[src/rtl/usr_pkg.sv]
// usr_pkg: shared mode codes, FSM state type and the next-value function for univ_shift_reg
package usr_pkg;
    localparam logic [2:0] MODE_HOLD = 3'd0;
    localparam logic [2:0] MODE_SHR  = 3'd1;
    localparam logic [2:0] MODE_SHL  = 3'd2;
    localparam logic [2:0] MODE_LOAD = 3'd3;
    localparam logic [2:0] MODE_ROTR = 3'd4;
    localparam logic [2:0] MODE_ROTL = 3'd5;
    localparam int USR_MAX_W = 64;

    typedef enum logic {ST_IDLE, ST_BURST} usr_state_t;

    // Operates on a zero-extended w-bit value so one function serves every WIDTH up to USR_MAX_W.
    function automatic logic [USR_MAX_W-1:0] usr_next(
        input logic [USR_MAX_W-1:0] q,
        input logic [2:0]           mode,
        input logic                 sin_msb,
        input logic                 sin_lsb,
        input logic [USR_MAX_W-1:0] pin,
        input int unsigned          w
    );
        logic [USR_MAX_W-1:0] msk, top, one;
        one = USR_MAX_W'(1);
        msk = ~({USR_MAX_W{1'b1}} << w);
        top = one << (w - 1);
        return mode == MODE_SHR  ? (q >> 1) | (sin_msb ? top : '0) :
               mode == MODE_SHL  ? ((q << 1) | USR_MAX_W'(sin_lsb)) & msk :
               mode == MODE_LOAD ? pin & msk :
               mode == MODE_ROTR ? (q >> 1) | (q[0] ? top : '0) :
               mode == MODE_ROTL ? ((q << 1) | ((q >> (w - 1)) & one)) & msk :
               q;
    endfunction
endpackage

[src/rtl/usr_burst_ctrl.sv]
// usr_burst_ctrl: burst FSM selecting the effective mode and update enable for the shift register
module usr_burst_ctrl
    import usr_pkg::*;
#(
    parameter int CNT_W = 4
) (
    input  logic             clk,
    input  logic             rst,
    input  logic [2:0]       mode,
    input  logic             burst_start,
    input  logic [CNT_W-1:0] burst_len,
    output logic [2:0]       eff_mode,
    output logic             upd_en,
    output logic             busy,
    output logic             done
);
    usr_state_t state, state_n;
    logic [2:0] bmode, bmode_n;
    logic [CNT_W-1:0] cnt, cnt_n;
    logic done_n;

    always_ff @(posedge clk) begin
        if (rst) begin
            state <= ST_IDLE;
            bmode <= MODE_HOLD;
            cnt   <= '0;
            done  <= 1'b0;
        end else begin
            state <= state_n;
            bmode <= bmode_n;
            cnt   <= cnt_n;
            done  <= done_n;
        end
    end

    always_comb begin
        state_n = state;
        bmode_n = bmode;
        cnt_n   = cnt;
        done_n  = 1'b0;
        if (state == ST_IDLE) begin
            if (burst_start && burst_len != '0) begin
                state_n = ST_BURST;
                bmode_n = mode;
                cnt_n   = burst_len;
            end else begin
                done_n = burst_start;
            end
        end else begin
            cnt_n = cnt - 1'b1;
            if (cnt == CNT_W'(1)) begin
                state_n = ST_IDLE;
                done_n  = 1'b1;
            end
        end
    end

    // A captured LOAD must not reload pin during the burst; reserved codes already hold.
    assign eff_mode = state == ST_BURST ? (bmode == MODE_LOAD ? MODE_HOLD : bmode) : mode;
    assign upd_en   = state == ST_BURST || !burst_start;
    assign busy     = state == ST_BURST;
endmodule

[src/rtl/univ_shift_reg.sv]
// univ_shift_reg: WIDTH-bit universal shift register with a counted burst controller
module univ_shift_reg
    import usr_pkg::*;
#(
    parameter int WIDTH = 8,
    parameter int CNT_W = $clog2(WIDTH + 1)
) (
    input  logic             clk,
    input  logic             rst,
    input  logic [2:0]       mode,
    input  logic             sin_msb,
    input  logic             sin_lsb,
    input  logic [WIDTH-1:0] pin,
    input  logic             burst_start,
    input  logic [CNT_W-1:0] burst_len,
    output logic [WIDTH-1:0] q,
    output logic             sout_r,
    output logic             sout_l,
    output logic             busy,
    output logic             done
);
    logic [2:0] eff_mode;
    logic upd_en;
    logic [WIDTH-1:0] q_n;

    usr_burst_ctrl #(.CNT_W(CNT_W)) u_ctrl (
        .clk(clk),
        .rst(rst),
        .mode(mode),
        .burst_start(burst_start),
        .burst_len(burst_len),
        .eff_mode(eff_mode),
        .upd_en(upd_en),
        .busy(busy),
        .done(done)
    );

    assign q_n = WIDTH'(usr_next(USR_MAX_W'(q), eff_mode, sin_msb, sin_lsb, USR_MAX_W'(pin), WIDTH));

    always_ff @(posedge clk) begin
        if (rst) q <= '0;
        else if (upd_en) q <= q_n;
    end

    assign sout_r = q[0];
    assign sout_l = q[WIDTH-1];
endmodule

[config.mk]
export PLATFORM = sky130hd
export DESIGN_NAME = univ_shift_reg
export DESIGN_NICKNAME = d
export VERILOG_FILES = /design/src/rtl/usr_pkg.sv /design/src/rtl/usr_burst_ctrl.sv /design/src/rtl/univ_shift_reg.sv
export SDC_FILE = /design/constraint.sdc
export NUM_CORES = 1
export LEC_CHECK = 0
export BUFFER_PORTS_ARGS = -buffer_cell sky130_fd_sc_hd__buf_2
export CORE_ASPECT_RATIO = 1.25
export CORE_MARGIN = 2
export CORE_UTILIZATION = 35
export DETAILED_ROUTE_END_ITERATION = 8
export PLACE_DENSITY = 0.62
export SLEW_MARGIN = 40
export SYNTH_ARGS = -nofsm -noshare
export SYNTH_HDL_FRONTEND = slang
export SYNTH_HIERARCHICAL = 1
export SYNTH_SLANG_ARGS = --single-unit
[constraint.sdc]
create_clock -name clk -period 4.62 [get_ports clk]
set_input_delay 0.924 -clock clk [delete_from_list [all_inputs] [get_ports clk]]
set_output_delay 0.924 -clock clk [all_outputs]
set_load 0.005 [all_outputs]
Word-level counts from Yosys, hierarchy flattened
Cells that the tools add are included.
{"block": "word_totals", "input_bits": 20, "out_inout_bits": 12, "wordCells": 43, "ff_bits": 17}
{"block": "classes", "reduce_logical": 8, "add_sub_neg": 1, "bitwise_logic": 5, "n_eq_ne": 7, "mux": 17}
{"op": "2-to-1 mux 8 bit", "count": 7}
{"op": "OR 7 x 8 -> 8 bit", "count": 2}
{"op": "OR 8 x 1 -> 8 bit", "count": 2}
{"op": "== test 3 x 2 -> 1 bit, second input constant", "count": 3}
{"op": "2-to-1 mux 4 bit", "count": 2}
{"op": "== test 3 bit, second input constant", "count": 2}
{"op": "2-to-1 mux 1 bit", "count": 6}
{"op": "2-to-1 mux 3 bit", "count": 2}
{"op": "nonzero test 5 bit", "count": 1}
{"op": "== test 4 x 1 -> 1 bit, second input constant", "count": 1}
{"op": "AND reduction 2 bit", "count": 2}
{"op": "nonzero test 4 bit", "count": 1}
{"op": "subtractor 4 x 1 -> 4 bit, second input constant", "count": 1}
{"op": "== test 3 x 1 -> 1 bit, second input constant", "count": 1}
{"op": "nonzero test 2 bit", "count": 1}
{"op": "logical AND 1 bit", "count": 1}
{"op": "zero test 1 bit", "count": 1}
{"op": "logical OR 1 bit", "count": 1}
{"op": "inverter 1 bit", "count": 1}

Depth between registers and ports, before layout
Gate-level depths: netlist of run 1.
{"block": "depth", "depth_word": 9, "depth_mapped": 8, "ltp_nobuf": 6}

Cells and area by module
Netlist of run 1, hierarchy kept.
{"module": "univ_shift_reg", "n_inst": 1, "area_each_um2": 594.3, "cells_each": 68, "seq_area_each_um2": 160.2}
{"module": "usr_burst_ctrl", "n_inst": 1, "area_each_um2": 545.5, "cells_each": 59, "seq_area_each_um2": 180.2}

Least setup slack after synthesis of run 1
Ideal clock, no wire load.
{"block": "synth_path", "path_kind": "input-to-reg", "from": "in mode[1]", "to": "reg q[0]", "path_buffers": 2, "arrival_ns": 2.078, "slack_ns": 2.425, "cell_stages": 7, "required_time_ns": 4.503, "setup_ns": 0.117, "path_cell_list": "inv_1 > o21ai_0 > clkbuf_2 > buf_2 > mux2i_1 > a32oi_1 > a32o_1"}
{"block": "synth_via", "elab_chain_len": 6, "elab_cells_between_ends": 12, "cone_classes": "eq/ne (5); mux (5); reduce/logical (2)"}
{"element": "from (decl)", "line_no": "univ_shift_reg.sv:10", "rtl": "input logic [2:0] mode,"}
{"element": "2-to-1 mux 3 bit *", "line_no": "usr_burst_ctrl.sv:59", "rtl": "assign eff_mode = state == ST_BURST ? (bmode == MODE_LOAD ? MODE_HOLD : bmode) : mode;"}
{"element": "named net eff_mode[1]", "line_no": "univ_shift_reg.sv:22", "rtl": "logic [2:0] eff_mode;"}
{"element": "== test 3 bit", "line_no": "usr_pkg.sv:29", "rtl": "mode == MODE_ROTR ? (q >> 1) | (q[0] ? top : '0) :"}
{"element": "2-to-1 mux 8 bit", "line_no": "usr_pkg.sv:29"}
{"element": "2-to-1 mux 8 bit", "line_no": "usr_pkg.sv:28", "rtl": "mode == MODE_LOAD ? pin & msk :"}
{"element": "2-to-1 mux 8 bit", "line_no": "usr_pkg.sv:27", "rtl": "mode == MODE_SHL ? ((q << 1) | USR_MAX_W'(sin_lsb)) & msk :"}
{"element": "2-to-1 mux 8 bit", "line_no": "usr_pkg.sv:26", "rtl": "return mode == MODE_SHR ? (q >> 1) | (sin_msb ? top : '0) :"}
{"element": "to (signal assigned)", "line_no": "univ_shift_reg.sv:42", "rtl": "else if (upd_en) q <= q_n;"}
{"element": "to (decl)", "line_no": "univ_shift_reg.sv:16", "rtl": "output logic [WIDTH-1:0] q,"}
The timed path passes the listed nets; every way through them passes the cells marked *.
A chain may end at the register's enable or synchronous reset.

Worst setup path after layout of run 1
{"block": "layout_path", "from": "in mode[1]", "to": "reg q[5]"}
Same word-level chain as after synthesis.

==> results of run 1 <==
through the flow:
stage | cell area [um^2] | setup WS (ns) | util | hold WS (ns)
after global routing | 1351 | 2.184 | 0.4269 | 0.5272
final | 1351 | 2.300 | 0.4269 | 0.5008
after global placement | 1303 | 1.744 | 0.4115 | 0.4794
after floorplan | 1140 | 2.425 | - | 0.4488
after detailed placement | 1306 | 2.061 | 0.4126 | 0.4931
after CTS | 1351 | 2.328 | 0.4269 | 0.5024
critical path, stage by stage:
cell and delay [ns]:
buf_2 0.07, inv_1 0.05, o21ai_2 0.57, nor3_2 0.16, o31a_1 0.43, a32o_1 0.25
area by class of cell:
cell class,instances,area (um^2),area share
Multi-Input combinational cell,87,704.4,0.5213
Sequential cell,17,340.3,0.2519
Tap cell,37,46.29,0.03426
Timing Repair Buffer,32,162.7,0.1204
Inverter,14,52.55,0.03889
Clock buffer,4,45.04,0.03333
cells by family after synthesis:
group | count (synthesis)
compound gates | 43
buf+inv | 23
flops | 17
fa+ha+maj | 2
mux | 2
simple gates | 39
xor+xnor | 1
state kept, by name, summed over array words and instances, names as in the netlist:
signal        flops
u_ctrl/cnt        4
u_ctrl/busy       1
u_ctrl/done       1
q                 8
u_ctrl/bmode      3
final timing paths:
| path | endpoint | slack, ns | cells after the start |
|---|---|---|---|
| worst max register to register | q[5] | 2.46 | 4 |
| worst max-delay path | q[5] | 2.30 | 6 |
| worst min-delay path | u_ctrl/cnt[3] | 0.50 | 1 |
| worst min register to register | u_ctrl/cnt[3] | 0.50 | 1 |
cells in the mapped netlist, types with 3 or more instances:
| library cell | n |
|---|---|
| nor2b_1 | 5 |
| buf_2 | 3 |
| nor2_1 | 5 |
| o21ai_0 | 5 |
| clkbuf_1 | 3 |
| dfxtp_1 | 17 |
| o21ai_1 | 3 |
| a32o_1 | 8 |
| nand2_1 | 3 |
| a211oi_1 | 3 |
| o32a_1 | 5 |
| or3_1 | 5 |
| inv_1 | 13 |
power by group through the flow:
stage | Clock, uW | Sequential (uW) | Combinational [uW]
2_1_floorplan | 0 | 178 | 87.7
3_3_place_gp | 0 | 182 | 117
3_5_place_dp | 0 | 183 | 120
4_1_cts | 112 | 180 | 121
5_1_grt | 118 | 183 | 134
6_report | 109 | 181 | 120
metal layers:
metal  up-vias  wire length [um]  share of wire
li1        547                 -              -
met1       532              1169           0.42
met2        32              1418           0.52
met3         2               152          0.055
met4         0                12         0.0044
met5         -                 0              0
==> flow_summary_export.csv, run 1 <==
group,metric,value,unit
yosys,synth_edf_count,0,
die,chipHeight,67.81,um
pwr,swShare,0.3131,
pwr,p_per_area,303.0,mW/mm^2
sta,fin_skew,0.003929,ns
die,rows,23,
yosys,syn_nets,149,
pwr,p_sw,128.2,uW
grt,grt_overflow_total,0,
worst_hold_path,hp-start,"u_ctrl/cnt[3]",
yosys,synth.area.top_cells,"dfxtp_1 (30%), a32o_1 (7.0%), o32a_1 (4.4%)",
clock_network,clk_pin_slew,0.07,ns
clock_network,cts_hold_buf,0,
sta,max_freq,431.0,MHz
detailed_routing,finalWirelength,2752,um
sta,fin_crit_sh,0.5022,
yosys,synth_compound_area_frac,0.3205,
yosys,synth_adder_area_share,0.02195,
placement,port_buffers,31,
sta,setup_viol,0,
clock_network,clock_latency,0.25,ns
yosys,ys_ff_latch,17,
sta,worst_slew_pin_slew,0.7051,ns
cells_and_area,nFillCells,348,
yosys,synth_cells,127,
cells_and_area,finish.net_count,177,
grt,grt_first_pass_wirelength,4526,um
sta,rsz0062_at_grt,"false",
pwr,comb_power_share,0.293,
yosys,syn_area,0.001140,mm^2
placement,hpwl,2036,um
status,status,"complete, no violations",
clock_network,cts_setup_buffers,0,
yosys,synthSimpleGateAreaFrac,0.2459,
grt,grt_pass1_vias,1045,
die,die_x,55.04,um
sta,drv_slew,0,
pwr,p_int,281.2,uW
pwr,vdd_ir_drop_max,0.0001635,V
detailed_routing,vias_per_cell,5.827,
critical_path,cp-start-kind,"input port",
cells_and_area,antenna_cells,0,
grt,met3_usage,0.02655,
die,num_io_pins,32,
placement,place_congestion,0.7880,
die,die_area,0.003732,mm^2
detailed_routing,wire_per_inst,14.41,um
sta,max_slew_margin,0.5299,
die,core,0.003166,mm^2
sta,hold_viol_final,0,
clock_network,postCtsResizedCells,0,
clock_network,cts.sinks,17,
detailed_routing,firstDrtPassIters,4,
grt,met1_usage,0.1930,
yosys,yosysWarnings,6,
clock_network,numCtsBuffers,3,
pwr,p_seq_frac,0.441,
critical_path,crit_path_end_kind,"register",
cells_and_area,drive_gt1_frac,0.2922,
pwr,p_leak,0.0005425,uW
yosys,synth_top_family_by_area,"compound AO/OA/AOI/OAI gates",
flow_run,maxCapViolCount,0,
detailed_routing,first_iter_violations,18,
sta,post-route-min-period,2.320,ns
yosys,synthArstFlopShare,0,
yosys,ys.flop_type,"dfxtp_1",
critical_path,startpoint,"mode[1]",
sta,tns,0,ns
grt,grtUsageMet2,0.2842,
yosys,synth_xor_xnor_area_share,0.007684,
detailed_routing,drc,0,
critical_path,r2r-start,"u_ctrl/busy",
critical_path,cp.arrival,2.46,ns
clock_network,cts.htree.levels,1,
grt,antenna_found_initial,0,
yosys,ys_seq_area_frac,0.2986,
yosys,synth.area.mux_share,0.01866,
cells_and_area,final_cells,191,
pwr,finalPower,409.4,uW
critical_path,critPathRequiredTime,4.76,ns
cells_and_area,most-common-layout-cells,"buf_2 (31), dfxtp_1 (17), inv_1 (13)",
detailed_routing,drtAntennaViolNets,0,
grt,grt_busiest_layer,"met2",
cells_and_area,final_common_cell,"buf_2",
yosys,avgSynthCellArea,8.975,um^2
worst_hold_path,holdCritPathClass,"register to register",
placement,dp.cells,187,
yosys,synth_top_cell_area_share,0.2986,
die,start_util,0.3601,
clock_network,cts_tree,"built",
yosys,synth_largest_area_cell,"dfxtp_1",
critical_path,crit_type,"input port to register",
critical_path,crit_fanout,20,
grt,track_usage,0.1625,
pwr,power_frac_clock,0.266,
cells_and_area,syn_to_final_growth,18.55,%
grt,grt_max_degree,21,
detailed_routing,vias,1113,
clock_network,cts_root_buf,"clkbuf_8",
yosys,synth_cell_types,47,
clock_network,cts_buffer_depth,2,
No activity file was read; power rests on OpenSTA's default activity.
==> run 2: changes to the inputs <==
- clock period: 4.62 -> 2.3 ns (I/O delays scaled with it)
==> run 2 against run 1 <==
Net effect: global-route usage is 0.76 points higher; via count shrank 1.3%; critical path type is now register to register; die area did not move; first-iteration DRC count is 44% lower; clock power increased by 110%; critical path depth decreased by 2; wire length increased by 4.0%; count of clock-buffer cells in the layout did not move; design area rose by 2.3%; largest cell class unchanged; highest routed layer unchanged; clock skew hardly changed; flip-flop and latch count did not move; setup slack worse by 2.0 ns.
==> flow_summary_export.csv, run 2 (synthesis results as in run 1) <==
group,metric,value,unit
sta,max_slew_margin,0.4757,
sta,setup_viol,0,
grt,grt_busiest_layer,"met2",
critical_path,startpoint,"u_ctrl/busy",
placement,port_buffers,31,
clock_network,clock_latency,0.26,ns
detailed_routing,wire_per_inst,14.76,um
status,status,"complete, no violations",
detailed_routing,vias_per_cell,5.660,
grt,track_usage,0.1701,
critical_path,r2r_slack,0.33,ns
critical_path,reg2reg_to,"q[2]",
clock_network,cts_setup_buffers,0,
pwr,p_leak,0.0005602,uW
grt,met3_usage,0.02655,
die,start_util,0.3601,
detailed_routing,firstDrtPassIters,4,
die,die_x,55.04,um
clock_network,cts_hold_buf,0,
cells_and_area,nFillCells,353,
cells_and_area,finish.net_count,180,
critical_path,cp_cell_sequence,"o21ai_1 > nor3b_1 > o32a_1 > a32o_1",
pwr,p_per_area,610.7,mW/mm^2
critical_path,crit_path_end_kind,"register",
grt,grt_first_pass_wirelength,4657,um
grt,antenna_found_initial,0,
sta,max_freq,508.3,MHz
die,die_area,0.003732,mm^2
detailed_routing,first_iter_violations,10,
critical_path,ff2ff_path_depth,4,
clock_network,numCtsBuffers,3,
critical_path,slowest_delay,0.63,ns
sta,rsz0062_at_grt,"false",
cells_and_area,antenna_cells,0,
detailed_routing,finalWirelength,2863,um
die,num_io_pins,32,
grt,grt_max_degree,19,
critical_path,crit_type,"register to register",
clock_network,clk_pin_slew,0.07,ns
grt,grt_pass1_vias,1091,
sta,fin_crit_sh,0.8553,
sta,post-route-min-period,1.967,ns
grt,grtUsageMet2,0.3095,
cells_and_area,drive_gt1_frac,0.2994,
die,chipHeight,67.81,um
clock_network,cts_root_buf,"clkbuf_8",
critical_path,cp.arrival,2.11,ns
detailed_routing,drc,0,
flow_run,maxCapViolCount,0,
cells_and_area,most-common-layout-cells,"buf_2 (31), dfxtp_1 (17), inv_1 (13)",
pwr,vdd_ir_drop_max,0.0003096,V
clock_network,postCtsResizedCells,0,
critical_path,crit_end,"q[2]",
sta,hold_viol_final,0,
cells_and_area,reg_top3,"q (8), u_ctrl/cnt (4), u_ctrl/bmode (3)",
placement,place_congestion,0.7999,
cells_and_area,syn_to_final_growth,21.30,%
clock_network,cts.htree.levels,1,
critical_path,cp-start-kind,"register",
detailed_routing,vias,1098,
grt,grt_overflow_total,0,
worst_hold_path,holdCritPathClass,"input port to register",
cells_and_area,post-route-util,0.4368,
cells_and_area,regMostFlops,"q",
die,core,0.003166,mm^2
sta,fin_skew,0.003772,ns
grt,met1_usage,0.1877,
sta,tns,0,ns
die,rows,23,
sta,drv_slew,0,
detailed_routing,drtAntennaViolNets,0,
critical_path,crit_slowest_cell,"o21ai_1",
cells_and_area,final_common_cell,"buf_2",
critical_path,crit_fanout,13,
critical_path,critPathRequiredTime,2.45,ns
sta,worst_slew_pin_slew,0.7812,ns
clock_network,cts.sinks,17,
clock_network,cts_buffer_depth,2,
placement,hpwl,2190,um
critical_path,r2r-start,"u_ctrl/busy",
cells_and_area,largest_reg_flops,8,
clock_network,cts_tree,"built",
-- run 2: changes by cell type in the layout (fill, tap and decap cells not counted) --
cell	previous run	this run
buf_12	0	1
buf_4	1	3
o21ai_1	3	4
o21ai_2	1	0
-- run 2: per-layer routing --
metal,share of wire,vias to the layer above
li1,-,552
met3,0.035,5
met2,0.52,29
met5,0,-
met1,0.43,512
met4,0.016,0
-- run 2: worst min-delay path by stage --
stage                              from         endpoint  slack (ns)  depth (start not counted)
after global placement    u_ctrl/cnt[3]    u_ctrl/cnt[3]        0.48                          1
after CTS                       mode[0]  u_ctrl/bmode[0]        0.48                          3
after global routing            mode[0]  u_ctrl/bmode[0]        0.50                          3
final                           mode[0]  u_ctrl/bmode[0]        0.47                          3
after floorplan           u_ctrl/cnt[3]    u_ctrl/cnt[3]        0.45                          1
after detailed placement  u_ctrl/cnt[3]    u_ctrl/cnt[3]        0.49                          1
-- run 2: stage by stage --
| step | area [um^2] | power, uW | worst slack (ns) | hold slack (ns) | std cells |
|---|---|---|---|---|---|
| after global routing | 1383 | 896.0 | 0.1802 | 0.4955 | 194 |
| final | 1383 | 844.4 | 0.3328 | 0.4747 | 194 |
| after CTS | 1383 | 855.0 | 0.3439 | 0.4777 | 194 |
| after detailed placement | 1338 | 623.9 | 0.1356 | 0.4867 | 190 |
| after floorplan | 1140 | 533.7 | 0.3177 | 0.4488 | 127 |
| after global placement | 1338 | 615.0 | 0.2010 | 0.4803 | 190 |
-- run 2: final cells by class --
type	count	area, um^2	share of cell area
clock buffer	4	45.04	0.03258
inverter	14	52.55	0.03801
multi-input combinational	87	700.7	0.5068
sequential	17	340.3	0.2462
tap	37	46.29	0.03348
timing repair buffer	35	197.7	0.1430
-- run 2: worst max-delay path: cells and delay by family (launching register included) --
kind / cells / cell delay, ns
simple gates: 1 / 0.26
compound gates: 3 / 1.23
flops: 1 / 0.36
-- run 2: where the power goes --
group	total, uW	switching, uW	internal, uW
clock network	229	106	123
registers	358	34.5	324
logic	257	129	129
total	844	269	575
==> run 3: changes to the inputs <==
- ABC_AREA: not set -> 1
==> run 3 against run 2 <==
Net effect: die area up 7.6%; non-clock buffer count shrank 1; global-route usage down 2.6 points; critical endpoint is now q[7].
==> flow_summary_export.csv, run 3 <==
group,metric,value,unit
critical_path,slowest_delay,0.39,ns
sta,fin_crit_sh,0.7849,
yosys,synth.most_common_cell,"nand2_1",
pwr,vdd_ir_drop_max,0.0002454,V
yosys,synthArstFlopShare,0,
yosys,synth_adder_area_share,0.02030,
yosys,synth_xor_xnor_area_share,0,
placement,place_congestion,0.7758,
detailed_routing,vias_per_cell,4.942,
sta,rsz0062_at_grt,"false",
yosys,synth.area.mux_share,0,
yosys,ys_ff_latch,17,
die,num_io_pins,32,
clock_network,clock_latency,0.26,ns
cells_and_area,postLayoutCellArea,0.001439,mm^2
yosys,synth_edf_count,0,
clock_network,cts_buffer_depth,2,
detailed_routing,drc,0,
critical_path,ff2ff_path_depth,9,
critical_path,crit_fanout,16,
critical_path,path_common_cell,"nand2_4",
yosys,ys_seq_area_frac,0.2761,
sta,drv_slew,0,
sta,post-route-min-period,1.805,ns
placement,placed_area,0.001394,mm^2
critical_path,crit_path_end_kind,"register",
detailed_routing,wire_per_inst,10.88,um
clock_network,cts_hold_buf,0,
yosys,synth_largest_area_cell,"dfxtp_1",
sta,setup_viol,0,
sta,hold_viol_final,0,
clock_network,clk_pin_slew,0.07,ns
grt,grt_overflow_total,0,
critical_path,cp_cell_sequence,"inv_2 > o21ai_0 > buf_4 > nand2_4 > nand3_2 > nand2_4 > nor2_1 > nand2_1 > a21oi_1",
flow_run,maxCapViolCount,0,
grt,grt_first_pass_wirelength,4595,um
cells_and_area,multi_input_area,740.7,um^2
yosys,synth_cells,188,
grt,antenna_found_initial,0,
yosys,yosysWarnings,6,
die,chipHeight,70.35,um
cells_and_area,most-common-layout-cells,"nand2_1 (44), nand3_1 (32), buf_2 (31)",
cells_and_area,drive_gt1_frac,0.2752,
die,start_util,0.3600,
detailed_routing,firstDrtPassIters,4,
clock_network,cts.htree.levels,1,
sta,max_slew_margin,0.7564,
grt,track_usage,0.1443,
sta,tns,0,ns
die,die_area,0.004015,mm^2
critical_path,crit_type,"register to register",
critical_path,critical_path.top_delay_family,"simple AND/OR/NAND/NOR gates",
yosys,avgSynthCellArea,6.555,um^2
yosys,synth_cell_types,30,
clock_network,numCtsBuffers,3,
sta,worst_slew_pin_slew,0.3616,ns
die,core,0.003423,mm^2
cells_and_area,reg_top3,"q (8), u_ctrl/cnt (4), u_ctrl/bmode (3)",
sta,whs,0.4825,ns
clock_network,cts_tree,"built",
worst_hold_path,holdCritPathClass,"register to register",
sta,fin_skew,0.004255,ns
cells_and_area,regMostFlops,"q",
critical_path,critPathRequiredTime,2.49,ns
cells_and_area,antenna_cells,0,
worst_hold_path,hold_depth,2,
yosys,ys.flop_type,"dfxtp_1",
pwr,finalPower,864.2,uW
critical_path,path_buf_inv,2,
yosys,syn_area,0.001232,mm^2
cells_and_area,nFillCells,377,
cells_and_area,syn_to_final_growth,16.75,%
yosys,synth_compound_area_frac,0.1340,
detailed_routing,first_iter_violations,42,
yosys,synthSimpleGateAreaFrac,0.4467,
yosys,synth.area.top_cells,"dfxtp_1 (28%), nand2_1 (13%), nand3_1 (13%)",
clock_network,cts_root_buf,"clkbuf_8",
clock_network,postCtsResizedCells,0,
clock_network,cts_setup_buffers,0,
detailed_routing,drtAntennaViolNets,0,
clock_network,cts.sinks,17,
critical_path,cp.depth,9,
placement,port_buffers,31,
detailed_routing,vias,1270,
critical_path,crit_slowest_cell,"dfxtp_1",
die,die_x,57.08,um
pwr,p_leak,0.0007248,uW
pwr,p_per_area,600.6,mW/mm^2
detailed_routing,finalWirelength,2795,um
cells_and_area,largest_reg_flops,8,
sta,max_freq,553.9,MHz
die,rows,24,
yosys,synth_commonest_cells,"nand2_1 (44), nand3_1 (32), nor2_1 (19)",
yosys,syn_nets,210,
yosys,synth_top_cell_area_share,0.2761,
placement,hpwl,2145,um
cells_and_area,final_common_cell,"nand2_1",
yosys,synth_top_family_by_area,"simple AND/OR/NAND/NOR gates",
grt,grt_max_degree,17,
cells_and_area,finish.net_count,241,
critical_path,cp.arrival,1.99,ns
grt,grt_pass1_vias,1099,
status,status,"complete, no violations",
cells_and_area,regArea,340.3,um^2
critical_path,cp-start-kind,"register",
run 3: layout make-up:
class	count	area share
tap	39	0.03391
sequential	17	0.2365
multi-input combinational	141	0.5148
clock buffer	4	0.03130
inverter	22	0.06000
timing repair buffer	34	0.1235
run 3: metrics by stage:
step | util | setup slack (ns) | cells
2_1_floorplan | - | 0.1912 | 188
3_3_place_gp | 0.4072 | 0.5459 | 253
3_5_place_dp | 0.4072 | 0.4961 | 253
4_1_cts | 0.4203 | 0.4841 | 257
5_1_grt | 0.4203 | 0.2656 | 257
6_report | 0.4203 | 0.4947 | 257
run 3: path summary, 6_finish.rpt:
check | start | slack, ns | end
setup / recovery | u_ctrl/busy | 0.49 | q[7]
setup reg to reg | u_ctrl/busy | 0.49 | q[7]
hold reg to reg | u_ctrl/bmode[2] | 0.48 | u_ctrl/bmode[2]
hold / removal | u_ctrl/bmode[2] | 0.48 | u_ctrl/bmode[2]
run 3: metal layers:
layer	global-route usage	up-vias	wire (um)
li1	-	666	-
met1	0.1757	566	1235
met2	0.2375	34	1342
met3	0.02407	4	161
met4	0.07752	0	55
met5	0	-	0
run 3: logic make-up (layout without fill, tap and decap cells):
family | after synthesis | count (layout)
compound gates | 26 | 26
simple gates | 113 | 113
fa+ha+maj | 2 | 2
flops | 17 | 17
buf+inv | 30 | 60
run 3: where the power goes:
part,switching [uW],internal (uW)
Combinational,173,115
Clock,105,123
Sequential,26.3,322
run 3: worst min-delay path, cell delays in order, from the launching register on:
cell and delay [ns]:
dfxtp_1 0.31, inv_1 0.07, a21oi_1 0.06
